--- src/rtl/spi_master_cfg.sv ---
// SPI master with runtime CPOL/CPHA, bit order and SCLK divider.
// A single registered FSM drives every pin, so there are no combinational paths to the outputs.
module spi_master_cfg #(
  parameter int DATA_W = 8,
  parameter int NUM_CS = 4,
  parameter int DIV_W  = 16,
  parameter int CS_W   = (NUM_CS > 1) ? $clog2(NUM_CS) : 1
) (
  input  logic              clk_i,
  input  logic              reset_i,
  input  logic [DATA_W-1:0] din_i,
  input  logic              start_i,
  input  logic [CS_W-1:0]   cs_sel_i,
  input  logic              cpol_i,
  input  logic              cpha_i,
  input  logic              lsb_first_i,
  input  logic [DIV_W-1:0]  clk_div_i,
  input  logic              miso_i,
  output logic [DATA_W-1:0] dout_o,
  output logic              spi_done_tick_o,
  output logic              ready_o,
  output logic              sclk_o,
  output logic              mosi_o,
  output logic [NUM_CS-1:0] cs_n_o
);

  localparam int IDX_W = $clog2(DATA_W);
  localparam int CNT_W = IDX_W + 1;
  localparam logic [CNT_W-1:0] LAST_PER = CNT_W'(2 * DATA_W - 1);

  typedef enum logic [2:0] {S_IDLE, S_SETUP, S_XFER, S_HOLD, S_DONE} state_t;

  state_t              state_q;
  logic [DATA_W-1:0]   tx_q;
  logic [DATA_W-1:0]   rx_q;
  logic [DATA_W-1:0]   dout_q;
  logic [DIV_W-1:0]    div_q;
  logic [DIV_W-1:0]    clkdiv_q;
  logic [CNT_W-1:0]    cnt_q;
  logic                cpol_q;
  logic                cpha_q;
  logic                lsb_q;
  logic                sclk_q;
  logic                mosi_q;
  logic [NUM_CS-1:0]   cs_n_q;
  logic                ready_q;
  logic                done_q;

  logic [CNT_W-1:0]    per_d;
  logic                div_hit;

  // Bit position in the word for half-period index per (two half-periods per bit).
  function automatic logic [IDX_W-1:0] bit_pos(input logic [CNT_W-1:0] per, input logic lsb);
    logic [IDX_W-1:0] b;
    b = per[CNT_W-1:1];
    return lsb ? b : (IDX_W'(DATA_W - 1) - b);
  endfunction

  function automatic logic [NUM_CS-1:0] cs_decode(input logic [CS_W-1:0] sel);
    logic [NUM_CS-1:0] cs;
    cs = '1;
    for (int i = 0; i < NUM_CS; i++) begin
      if (int'(sel) == i) cs[i] = 1'b0;
    end
    return cs;
  endfunction

  always_comb begin
    per_d   = cnt_q + CNT_W'(1);
    div_hit = (div_q == clkdiv_q);
  end

  always_ff @(posedge clk_i or negedge reset_i) begin
    if (!reset_i) begin
      state_q  <= S_IDLE;
      tx_q     <= '0;
      rx_q     <= '0;
      dout_q   <= '0;
      div_q    <= '0;
      clkdiv_q <= '0;
      cnt_q    <= '0;
      cpol_q   <= 1'b0;
      cpha_q   <= 1'b0;
      lsb_q    <= 1'b0;
      sclk_q   <= 1'b0;
      mosi_q   <= 1'b0;
      cs_n_q   <= '1;
      ready_q  <= 1'b1;
      done_q   <= 1'b0;
    end else begin
      done_q <= 1'b0;
      case (state_q)
        S_IDLE: begin
          sclk_q <= cpol_i;
          if (start_i && ready_q) begin
            tx_q     <= din_i;
            rx_q     <= '0;
            cpol_q   <= cpol_i;
            cpha_q   <= cpha_i;
            lsb_q    <= lsb_first_i;
            clkdiv_q <= clk_div_i;
            div_q    <= '0;
            cnt_q    <= '0;
            cs_n_q   <= cs_decode(cs_sel_i);
            mosi_q   <= cpha_i ? 1'b0 : (lsb_first_i ? din_i[0] : din_i[DATA_W-1]);
            ready_q  <= 1'b0;
            state_q  <= S_SETUP;
          end
        end
        S_SETUP: begin
          if (div_hit) begin
            // First leading edge: half-period 0 begins.
            div_q   <= '0;
            cnt_q   <= '0;
            sclk_q  <= ~cpol_q;
            state_q <= S_XFER;
            if (cpha_q) mosi_q <= tx_q[bit_pos('0, lsb_q)];
            else        rx_q[bit_pos('0, lsb_q)] <= miso_i;
          end else begin
            div_q <= div_q + DIV_W'(1);
          end
        end
        S_XFER: begin
          if (div_hit) begin
            div_q <= '0;
            if (cnt_q == LAST_PER) begin
              state_q <= S_HOLD;
            end else begin
              cnt_q  <= per_d;
              sclk_q <= cpol_q ^ ~per_d[0];
              if (!per_d[0]) begin
                if (cpha_q) mosi_q <= tx_q[bit_pos(per_d, lsb_q)];
                else        rx_q[bit_pos(per_d, lsb_q)] <= miso_i;
              end else begin
                if (cpha_q)                  rx_q[bit_pos(per_d, lsb_q)] <= miso_i;
                else if (per_d != LAST_PER) mosi_q <= tx_q[bit_pos(per_d + CNT_W'(1), lsb_q)];
              end
            end
          end else begin
            div_q <= div_q + DIV_W'(1);
          end
        end
        S_HOLD: begin
          if (div_hit) begin
            div_q   <= '0;
            done_q  <= 1'b1;
            dout_q  <= rx_q;
            cs_n_q  <= '1;
            mosi_q  <= 1'b0;
            state_q <= S_DONE;
          end else begin
            div_q <= div_q + DIV_W'(1);
          end
        end
        S_DONE: begin
          ready_q <= 1'b1;
          sclk_q  <= cpol_i;
          state_q <= S_IDLE;
        end
        default: state_q <= S_IDLE;
      endcase
    end
  end

  assign dout_o          = dout_q;
  assign spi_done_tick_o = done_q;
  assign ready_o         = ready_q;
  assign sclk_o          = sclk_q;
  assign mosi_o          = mosi_q;
  assign cs_n_o          = cs_n_q;

endmodule

--- config.mk ---
export PLATFORM = sky130hd
export DESIGN_NAME = spi_master_cfg
export DESIGN_NICKNAME = d
export VERILOG_FILES = /design/src/rtl/spi_master_cfg.sv
export SDC_FILE = /design/constraint.sdc
export NUM_CORES = 1
export LEC_CHECK = 0
export BUFFER_PORTS_ARGS = -buffer_cell sky130_fd_sc_hd__buf_4
export CAP_MARGIN = 40
export CORE_ASPECT_RATIO = 1.2
export CORE_UTILIZATION = 55
export DETAILED_ROUTE_END_ITERATION = 16
export PLACE_DENSITY = 0.85
export SLEW_MARGIN = 20
export SYNTH_ARGS = -nofsm -noshare
export SYNTH_HDL_FRONTEND = slang
export SYNTH_SLANG_ARGS = --single-unit
--- constraint.sdc ---
create_clock -name clk_i -period 2.87 [get_ports clk_i]
set_clock_uncertainty 0.1 [all_clocks]
set_input_delay 0.287 -clock clk_i [delete_from_list [all_inputs] [get_ports clk_i]]
set_output_delay 0.287 -clock clk_i [all_outputs]
set_load 0.02 [all_outputs]
==> results of run 1 <==
[through the flow]
step / hold WS (ps) / power, mW / utilization (%)
final: 58.7 / 1.94 / 65.9
after global routing: 52.2 / 2.02 / 65.9
after CTS: 53.9 / 1.95 / 65.9
after detailed placement: 144 / 1.13 / 63.0
after global placement: 367 / 1.12 / 62.7
after floorplan: -109 / 1.07 / -
[worst min-delay path by stage]
| stage | from | endpoint | slack [ps] | cells past startpoint |
|---|---|---|---|---|
| finish | clk_div_i[7] | clkdiv_q[7] | 60 | 2 |
| floorplan | reset_i | clkdiv_q[0] | -110 | 0 |
| global route | din_i[6] | tx_q[6] | 50 | 2 |
| global placement | reset_i | dout_o[3] | 370 | 1 |
| detailed placement | reset_i | dout_o[2] | 140 | 1 |
| CTS | clk_div_i[7] | clkdiv_q[7] | 50 | 2 |
[report_power, final]
group / internal (mW) / switching [mW]
logic: 0.0328 / 0.0295
registers: 1.04 / 0
clock network: 0.444 / 0.389
total: 1.52 / 0.418
[Yosys cell counts, types with 2 or more instances]
cell	number	area share [%]
o31ai_1	2	0.36
nor2b_1	2	0.30
o31a_1	4	0.85
and2_1	3	0.45
o211ai_1	4	0.73
nand2b_1	3	0.45
o22ai_1	4	0.61
ha_1	3	0.91
mux4_2	3	1.6
nor4_2	2	0.61
nor3_1	7	0.85
nand3b_1	2	0.36
xnor2_1	24	5.1
nor2_1	33	3.0
o41ai_1	2	0.42
and4_1	3	0.64
mux2_2	36	9.8
xor2_1	12	2.5
clkbuf_1	7	0.64
o21a_1	4	0.73
a22o_1	3	0.64
nand3_1	8	0.97
a31oi_1	6	0.91
a22oi_1	3	0.54
dfstp_2	5	3.2
a32oi_1	2	0.42
o2bb2ai_1	2	0.42
a21oi_1	10	1.2
and3_1	6	0.91
buf_4	2	0.36
inv_1	11	1.0
nand2_1	35	3.2
nand4_1	10	1.5
buf_2	11	1.3
o21ai_0	19	2.3
buf_6	2	0.54
dfrtp_1	69	42
o32a_1	2	0.48
mux2i_1	6	1.5
a21o_1	4	0.73
[layer usage]
metal | up-vias | part of all wire, % | GRT usage (%)
li1 | 1522 | - | -
met1 | 1615 | 40 | 31.8
met2 | 178 | 49 | 42.7
met3 | 47 | 7.3 | 5.57
met4 | 0 | 3.8 | 12.9
met5 | - | 0 | 0
[worst max-delay path: stages (launching register included)]
cell and delay (ps):
dfrtp_1 410, buf_4 170, ha_1 400, mux4_1 600, mux2i_1 400, a311oi_1 180, o32a_1 380
[flip-flops by register name (all words and copies together), names as in the netlist]
name	cells
cnt_q	4
cs_n_o	4
sclk_o	1
state_q	3
dout_o	8
lsb_q	1
clkdiv_q	16
mosi_o	1
cpha_q	1
cpol_q	1
div_q	16
spi_done_tick_o	1
rx_q	8
ready_o	1
tx_q	8
[cells in the final DEF, fill, tap and decap left out, drive strengths merged, types with 5 or more instances in the layout]
master	Yosys	layout
dfrtp	69	69
buf	15	58
mux2	36	36
nand2	35	35
nor2	33	33
xnor2	25	25
o21ai	20	20
xor2	12	12
inv	11	11
clkbuf	7	11
nand4	10	10
a21oi	10	10
nand3	8	8
nor3	7	7
and3	6	6
a31oi	6	6
mux2i	6	6
dfstp	5	5
o211ai	5	5
[final cells by class]
class                           count  area, um^2  area share, %
Timing Repair Buffer               59         458           9.55
Tap cell                           90         113           2.35
Multi-Input combinational cell    289        2120           44.3
Clock inverter                      5        52.6           1.10
Clock buffer                       11         151           3.16
Inverter                           11        41.3          0.861
Sequential cell                    74        1860           38.7
[logic make-up after synthesis]
family / after synthesis
mux: 46
simple gates: 119
buf+inv: 33
fa+ha+maj: 3
compound gates: 83
xor+xnor: 38
flops: 74
==> impl_metrics.csv, run 1 <==
group,metric,value,unit
synthesis,synth_mux_area_share,13.5,%
detailed_routing,dr.pass1.iters,6,
detailed_routing,drt-wirelength-per-cell,17.2,um
floorplanning,io_pins,49,
synthesis,synth_edf_count,0,
setup_path,critPathCaptureType,"flop",
setup_path,crit_type,"reg -> reg",
clock_network,cts_root_buffer,"clkbuf_8",
status,outcome,"completed",
setup_path,arrival,2890,ps
synthesis,ys_types,60,
synthesis,syn_nets,432,
finish,fin_nets,480,
grt,grt_antenna_before_repair,0,
floorplanning,start_util,56.8,%
synthesis,async_reset_ff_share,100,%
sta,worst_slew_pin_slew,594,ps
sta,finalCriticalPeriod,2750,ps
clock_network,cts.sinks,74,
grt,grt_overflow,0,
sta,setup_viol,0,
setup_path,worst_setup_path_start_kind,"flop",
finish,final_cells,539,
detailed_routing,ant_nets,0,
clock_network,cts_htree_levels,3,
sta,clock.fmax,0.364,GHz
setup_path,worst_r2r_endpoint,"mosi_o",
grt,grt_pass1_wl,15500,um
synthesis,post_synth.cell_area_avg,10.4,um^2
sta,final_max_slew_viol_count,0,
power_and_ir_drop,p_leak,2.17,nW
synthesis,synth-xor-area-share,8.57,%
detailed_routing,wl,9250,um
sta,grt_setup_unrepaired,"false",
sta,worst_slack,124,ps
run,maxCapViolations,0,
synthesis,synth_compound_area_share,14.1,%
clock_network,cts_tree,"yes",
place,port_buffers,48,
setup_path,worst_r2r_startpoint,"cnt_q[0]",
grt,grt_usage,26.0,%
setup_path,startpoint,"cnt_q[0]",
clock_network,clkTransAtPathRegs,80,ps
grt,grt_pass1_vias,3273,
setup_path,r2r_cells,6,
setup_path,cp-endpoint,"mosi_o",
synthesis,synthSimpleGateAreaFrac,14.0,%
synthesis,ys_ff_latch,74,
floorplanning,dieHeight,97.0,um
synthesis,synth-adder-area-share,0.908,%
sta,slew_headroom,60.1,%
synthesis,postSynthCellCount,396,
clock_network,cts_buffers,9,
sta,finalHoldViolCount,0,
finish,final_cell_area,0.00480,mm^2
synthesis,synth_top_family_by_area,"compound AO/OA/AOI/OAI gates",
setup_path,r2r_slack,120,ps
setup_path,cp.required,3010,ps
power_and_ir_drop,ir_drop,297,uV
place,place_inst,522,
detailed_routing,route.detailed.drc,0,
finish,drive_gt1_share,27.6,%
place,pre_cts_ws,166,ps
place,place.gp.congestion,0.947,
worst_hold_path,hold_class,"in -> reg",
detailed_routing,drt_iter0_drc,338,
place,hpwl,6700,um
floorplanning,row_count,34,
clock_network,post_cts_resized,0,
detailed_routing,viasPerCell,6.24,
floorplanning,core_area,0.00727,mm^2
synthesis,yosys_warnings,0,
grt,grt_max_degree,45,
finish,insertedDiodeCount,0,
synthesis,seq_area_frac_synth,45.0,%
place,postPlaceCellArea,0.00458,mm^2
finish,final.fill_count,570,
sta,post-route-period-util,95.7,%
synthesis,synth_area,0.00413,mm^2
floorplanning,fp.dieW,81.1,um
clock_network,cts_setup_buffers,0,
clock_network,hold_buffers,1,
setup_path,worstPathMaxFanout,11,
clock_network,clockBufferDepth,2,
power_and_ir_drop,power_density,404,mW/mm^2
sta,setup_tns,0,ps
detailed_routing,num_vias,3362,
finish,synthToLayoutAreaGrowth,16.1,%
clock_network,clock_latency,350,ps
synthesis,synth_ff_type,"dfrtp_1",
floorplanning,dieArea,0.00787,mm^2
Note: power is estimated with default switching activity, not from simulation.
==> inputs of run 2 (changes only) <==
--- a/config.mk
+++ b/config.mk
@@ -11,6 +11,7 @@
 export CORE_UTILIZATION = 55
 export DETAILED_ROUTE_END_ITERATION = 16
 export PLACE_DENSITY = 0.85
+export RECOVER_POWER = 100
 export SLEW_MARGIN = 20
 export SYNTH_ARGS = -nofsm -noshare
 export SYNTH_HDL_FRONTEND = slang
==> impl_metrics.csv, run 2 (synthesis gave the netlist of run 1 again) <==
group,metric,value,unit
status,failed_checks,"max-capacitance violations, max-slew violations",
power_and_ir_drop,p_leak,2.10,nW
grt,grt_usage,26.0,%
finish,seqCellArea,0.00186,mm^2
clock_network,cts_setup_buffers,0,
place,place.gp.congestion,0.947,
setup_path,path_delay_family,"multiplexers",
clock_network,post_cts_resized,0,
sta,finalHoldViolCount,0,
power_and_ir_drop,swShare,21.8,%
grt,met2_usage,42.7,%
clock_network,clkTransAtPathRegs,80,ps
clock_network,cts.sinks,74,
sta,setup_tns,0,ps
sta,setup_viol,0,
finish,mostFrequentLayoutCell,"dfrtp_1",
clock_network,hold_buffers,1,
detailed_routing,drt-wirelength-per-cell,17.1,um
power_and_ir_drop,p_clk_share,43.1,%
sta,grt_setup_unrepaired,"false",
finish,insertedDiodeCount,0,
detailed_routing,drt_iter0_drc,343,
finish,fin_nets,480,
setup_path,path_buf_inv,1,
setup_path,worst_r2r_startpoint,"cnt_q[0]",
floorplanning,row_count,34,
place,port_buffers,48,
setup_path,cp_slowest_stage_delay,600,ps
sta,worst_slack,119,ps
floorplanning,start_util,56.8,%
detailed_routing,viasPerCell,6.15,
clock_network,cts_buffers,9,
grt,grt_antenna_before_repair,0,
setup_path,r2r_slack,120,ps
power_and_ir_drop,pwr-share-comb,3.2,%
power_and_ir_drop,ir_drop,294,uV
place,pre_cts_ws,166,ps
setup_path,crit_type,"reg -> reg",
detailed_routing,wl,9230,um
setup_path,critPathCaptureType,"flop",
detailed_routing,num_vias,3315,
power_and_ir_drop,seq_power_share,53.7,%
grt,grt_max_degree,45,
grt,top_usage_layer,"met2",
run,maxCapViolations,1,
sta,final_max_slew_viol_count,31,
finish,synthToLayoutAreaGrowth,14.0,%
clock_network,clock_latency,360,ps
finish,final_cell_mix,"69 x dfrtp_1, 40 x buf_4, 36 x mux2_2",
finish,final_cells,539,
clock_network,cts_tree,"yes",
sta,post-route-period-util,95.8,%
clock_network,cts_htree_levels,3,
worst_hold_path,hold_class,"in -> reg",
setup_path,worst_r2r_endpoint,"mosi_o",
setup_path,worstPathCellList,"buf_4, ha_1, mux4_1, mux2i_1, a311oi_1, o32a_1",
finish,reg_top3,"clkdiv_q x16, div_q x16",
sta,clock.fmax,0.364,GHz
sta,slew_headroom,-11.7,%
setup_path,r2r_cells,6,
worst_hold_path,whs_endpoint,"clkdiv_q[7]",
worst_hold_path,min_path_cells,2,
setup_path,arrival,2900,ps
worst_hold_path,hp-start,"clk_div_i[7]",
power_and_ir_drop,p_int,1.52,mW
floorplanning,dieArea,0.00787,mm^2
grt,grtUsageMet3,5.57,%
sta,finalCriticalPeriod,2750,ps
power_and_ir_drop,power_density,412,mW/mm^2
floorplanning,io_pins,49,
place,place_inst,522,
setup_path,cp.required,3010,ps
finish,final.fill_count,572,
grt,use_met1,31.8,%
grt,grt_pass1_vias,3273,
setup_path,worst_setup_path_start_kind,"flop",
finish,multiInputGateArea,0.00210,mm^2
detailed_routing,ant_nets,0,
detailed_routing,route.detailed.drc,0,
setup_path,worstPathMaxFanout,11,
status,outcome,"finished with violations",
place,postPlaceCellArea,0.00458,mm^2
clock_network,cts_root_buffer,"clkbuf_8",
floorplanning,dieHeight,97.0,um
floorplanning,fp.dieW,81.1,um
clock_network,clockBufferDepth,2,
power_and_ir_drop,power.switching,0.422,mW
place,hpwl,6700,um
finish,final_cell_area,0.00471,mm^2
detailed_routing,dr.pass1.iters,5,
sta,worst_slew_pin_slew,1680,ps
floorplanning,core_area,0.00727,mm^2
grt,grt_pass1_wl,15500,um
finish,drive_gt1_share,22.9,%
setup_path,slowest_stage,"mux4_1",
grt,grt_overflow,0,
## run 2: changes by cell type in the layout (fill, tap and decap cells not counted)
cell	previous run	this run
buf_4	57	40
clkbuf_1	0	17
dfstp_1	0	2
dfstp_2	5	3
nor4_1	1	3
nor4_2	1	0
nor4_4	1	0
o21ai_0	19	20
o21ai_1	1	0
## run 2: layout make-up
type,count,share of cell area (%)
multi-input combinational,289,44.6
sequential,74,39.4
timing repair buffer,59,8.36
clock buffer,11,3.21
tap,90,2.39
clock inverter,5,1.12
inverter,11,0.876
## run 2: worst max-delay path by stage
stage	startpoint	to	slack (ps)	cells past startpoint
global route	cnt_q[0]	mosi_o	20	6
finish	cnt_q[0]	mosi_o	120	6
CTS	cnt_q[0]	mosi_o	140	8
floorplan	cnt_q[0]	mosi_o	230	9
detailed placement	cnt_q[0]	mosi_o	170	6
global placement	cnt_q[0]	mosi_o	240	8
## run 2: power groups by stage
stage               logic (mW)  registers [mW]  clock network, mW
global placement        0.0579            1.06                  0
CTS                     0.0642            1.04              0.843
finish                  0.0617            1.04              0.837
floorplan              0.00246            1.06                  0
global route            0.0698            1.04              0.903
detailed placement      0.0628            1.06                  0
## run 2: routing by layer
| layer | wire length, um | up-vias |
|---|---|---|
| li1 | - | 1520 |
| met1 | 3690 | 1623 |
| met2 | 4650 | 143 |
| met3 | 620 | 29 |
| met4 | 271 | 0 |
| met5 | 0 | - |
## run 2: per-stage QoR
stage | hold slack [ps] | utilization, % | power [mW]
after CTS | 53.9 | 65.9 | 1.95
final | 54.5 | 64.8 | 1.94
after detailed placement | 144 | 63.0 | 1.13
after global placement | 367 | 62.7 | 1.12
after floorplan | -109 | - | 1.07
after global routing | 52.3 | 64.8 | 2.01
==> inputs of run 3 (changes only) <==
==> constraint.sdc (replaced) <==
create_clock -name clk_i -period 2.7 [get_ports clk_i]
set_clock_uncertainty 0.1 [all_clocks]
set_input_delay 0.27 -clock clk_i [delete_from_list [all_inputs] [get_ports clk_i]]
set_output_delay 0.27 -clock clk_i [all_outputs]
set_load 0.02 [all_outputs]
==> impl_metrics.csv, run 3 (synthesis gave the netlist of run 1 again) <==
group,metric,value,unit
sta,setup_viol,0,
sta,worst_slew_pin_slew,1710,ps
sta,post-route-period-util,94.2,%
grt,grt_overflow,0,
place,place.gp.congestion,0.945,
detailed_routing,viasPerCell,6.07,
setup_path,r2r_slack,160,ps
floorplanning,row_count,34,
sta,grt_setup_unrepaired,"false",
setup_path,worstPathCellList,"inv_1, ha_1, xnor2_1, xnor2_1, mux4_2, mux2i_1, nor3_1, o32a_1",
sta,final_max_slew_viol_count,32,
clock_network,cts_setup_buffers,0,
clock_network,clockBufferDepth,2,
run,maxCapViolations,1,
finish,final_cell_mix,"69 x dfrtp_1, 44 x buf_4, 36 x mux2_2",
finish,insertedDiodeCount,0,
clock_network,cts.sinks,74,
setup_path,worst_setup_path_start_kind,"flop",
setup_path,crit_type,"reg -> reg",
clock_network,clkTransAtPathRegs,80,ps
detailed_routing,num_vias,3321,
sta,setup_tns,0,ps
place,place_inst,530,
clock_network,cts_tree,"yes",
grt,grt_pass1_wl,15300,um
worst_hold_path,hold_class,"in -> reg",
grt,grt_max_degree,44,
worst_hold_path,hp-start,"clk_div_i[7]",
setup_path,worstPathMaxFanout,4,
setup_path,arrival,2690,ps
power_and_ir_drop,ir_drop,364,uV
detailed_routing,dr.pass1.iters,5,
sta,clock.fmax,0.393,GHz
floorplanning,fp.dieW,81.1,um
finish,final_cell_area,0.00481,mm^2
detailed_routing,drt_iter0_drc,227,
finish,fin_nets,488,
finish,final.fill_count,565,
place,postPlaceCellArea,0.00466,mm^2
clock_network,post_cts_resized,0,
setup_path,worst_r2r_startpoint,"cnt_q[0]",
setup_path,slowest_stage,"mux4_2",
setup_path,startpoint,"cnt_q[0]",
finish,reg_top3,"clkdiv_q x16, div_q x16",
clock_network,cts_root_buffer,"clkbuf_8",
power_and_ir_drop,power_density,460,mW/mm^2
detailed_routing,route.detailed.drc,0,
clock_network,clock_latency,360,ps
floorplanning,core_area,0.00727,mm^2
status,outcome,"finished with violations",
grt,grt_antenna_before_repair,0,
floorplanning,dieArea,0.00787,mm^2
clock_network,cts_buffers,9,
detailed_routing,ant_nets,0,
clock_network,cts_htree_levels,3,
floorplanning,dieHeight,97.0,um
finish,final_cells,547,
status,failed_checks,"max-capacitance violations, max-slew violations",
setup_path,cp.required,2840,ps
place,hpwl,6790,um
power_and_ir_drop,p_leak,2.14,nW
place,port_buffers,48,
detailed_routing,drt-wirelength-per-cell,16.7,um
sta,finalCriticalPeriod,2540,ps
finish,mostFrequentLayoutCell,"dfrtp_1",
floorplanning,io_pins,49,
grt,grt_pass1_vias,3361,
detailed_routing,wl,9160,um
sta,finalHoldViolCount,0,
setup_path,cp_slowest_stage_delay,550,ps
finish,synthToLayoutAreaGrowth,16.4,%
setup_path,critPathMostFrequentCell,"xnor2_1",
floorplanning,start_util,56.8,%
setup_path,critPathCaptureType,"flop",
sta,slew_headroom,-14.0,%
finish,drive_gt1_share,23.9,%
grt,grt_usage,25.7,%
run 3: changes by cell type in the layout (fill, tap and decap cells not counted), moves of 2 or more:
| cell | before | now |
|---|---|---|
| clkinv_4 | 0 | 2 |
| clkinv_2 | 3 | 0 |
| bufinv_16 | 1 | 3 |
| buf_4 | 40 | 44 |
| clkbuf_8 | 11 | 9 |
| clkbuf_1 | 17 | 20 |
run 3: final cells by class:
class	count	area (um^2)	area share (%)
sequential	74	1860	38.6
clock buffer	10	128	2.65
clock inverter	6	115	2.39
multi-input combinational	289	2100	43.7
tap	90	113	2.34
timing repair buffer	67	457	9.49
inverter	11	41.3	0.858
run 3: worst max-delay path: cells and delay by family, from the launching register on:
| family | cells | cell delay [ps] |
|---|---|---|
| mux | 2 | 680 |
| xor+xnor | 2 | 480 |
| flops | 1 | 380 |
| compound gates | 1 | 330 |
| fa+ha+maj | 1 | 270 |
| buf+inv | 1 | 120 |
| simple gates | 1 | 60 |
run 3: timing repair:
item / 4_1_cts / 5_1_grt
endpoints found under the setup margin: 0 / 0
hold endpoints to repair: 31 / 0
hold buffers: 1 / 0
run 3: routing by layer:
metal	global-route usage (%)	share of wire [%]
met5	0	0
met2	43.1	51
met1	30.2	40
met4	12.0	2.6
met3	6.13	6.4
run 3: worst paths after layout:
check	endpoint	depth (start not counted)
worst min register to register	sclk_o	2
min in group asynchronous	rx_q[3]	2
worst min-delay path	clkdiv_q[7]	2
max in group asynchronous	cs_n_o[2]	3
worst max register to register	mosi_o	8
worst max-delay path	mosi_o	8
run 3: through the flow:
stage	util, %	worst slack (ps)	total power [mW]	hold WS [ps]
2_1_floorplan	-	59.0	1.13	-126
5_1_grt	66.2	22.6	2.28	28.2
6_report	66.2	156	2.21	36.9
3_3_place_gp	63.7	215	1.19	350
4_1_cts	67.5	141	2.23	34.1
3_5_place_dp	64.0	148	1.20	132
run 3: report_power, final:
group / total, mW / switching [mW] / internal, mW
clock: 1.04 / 0.425 / 0.617
combinational: 0.0651 / 0.0308 / 0.0343
sequential: 1.11 / 0 / 1.11
total: 2.21 / 0.456 / 1.76
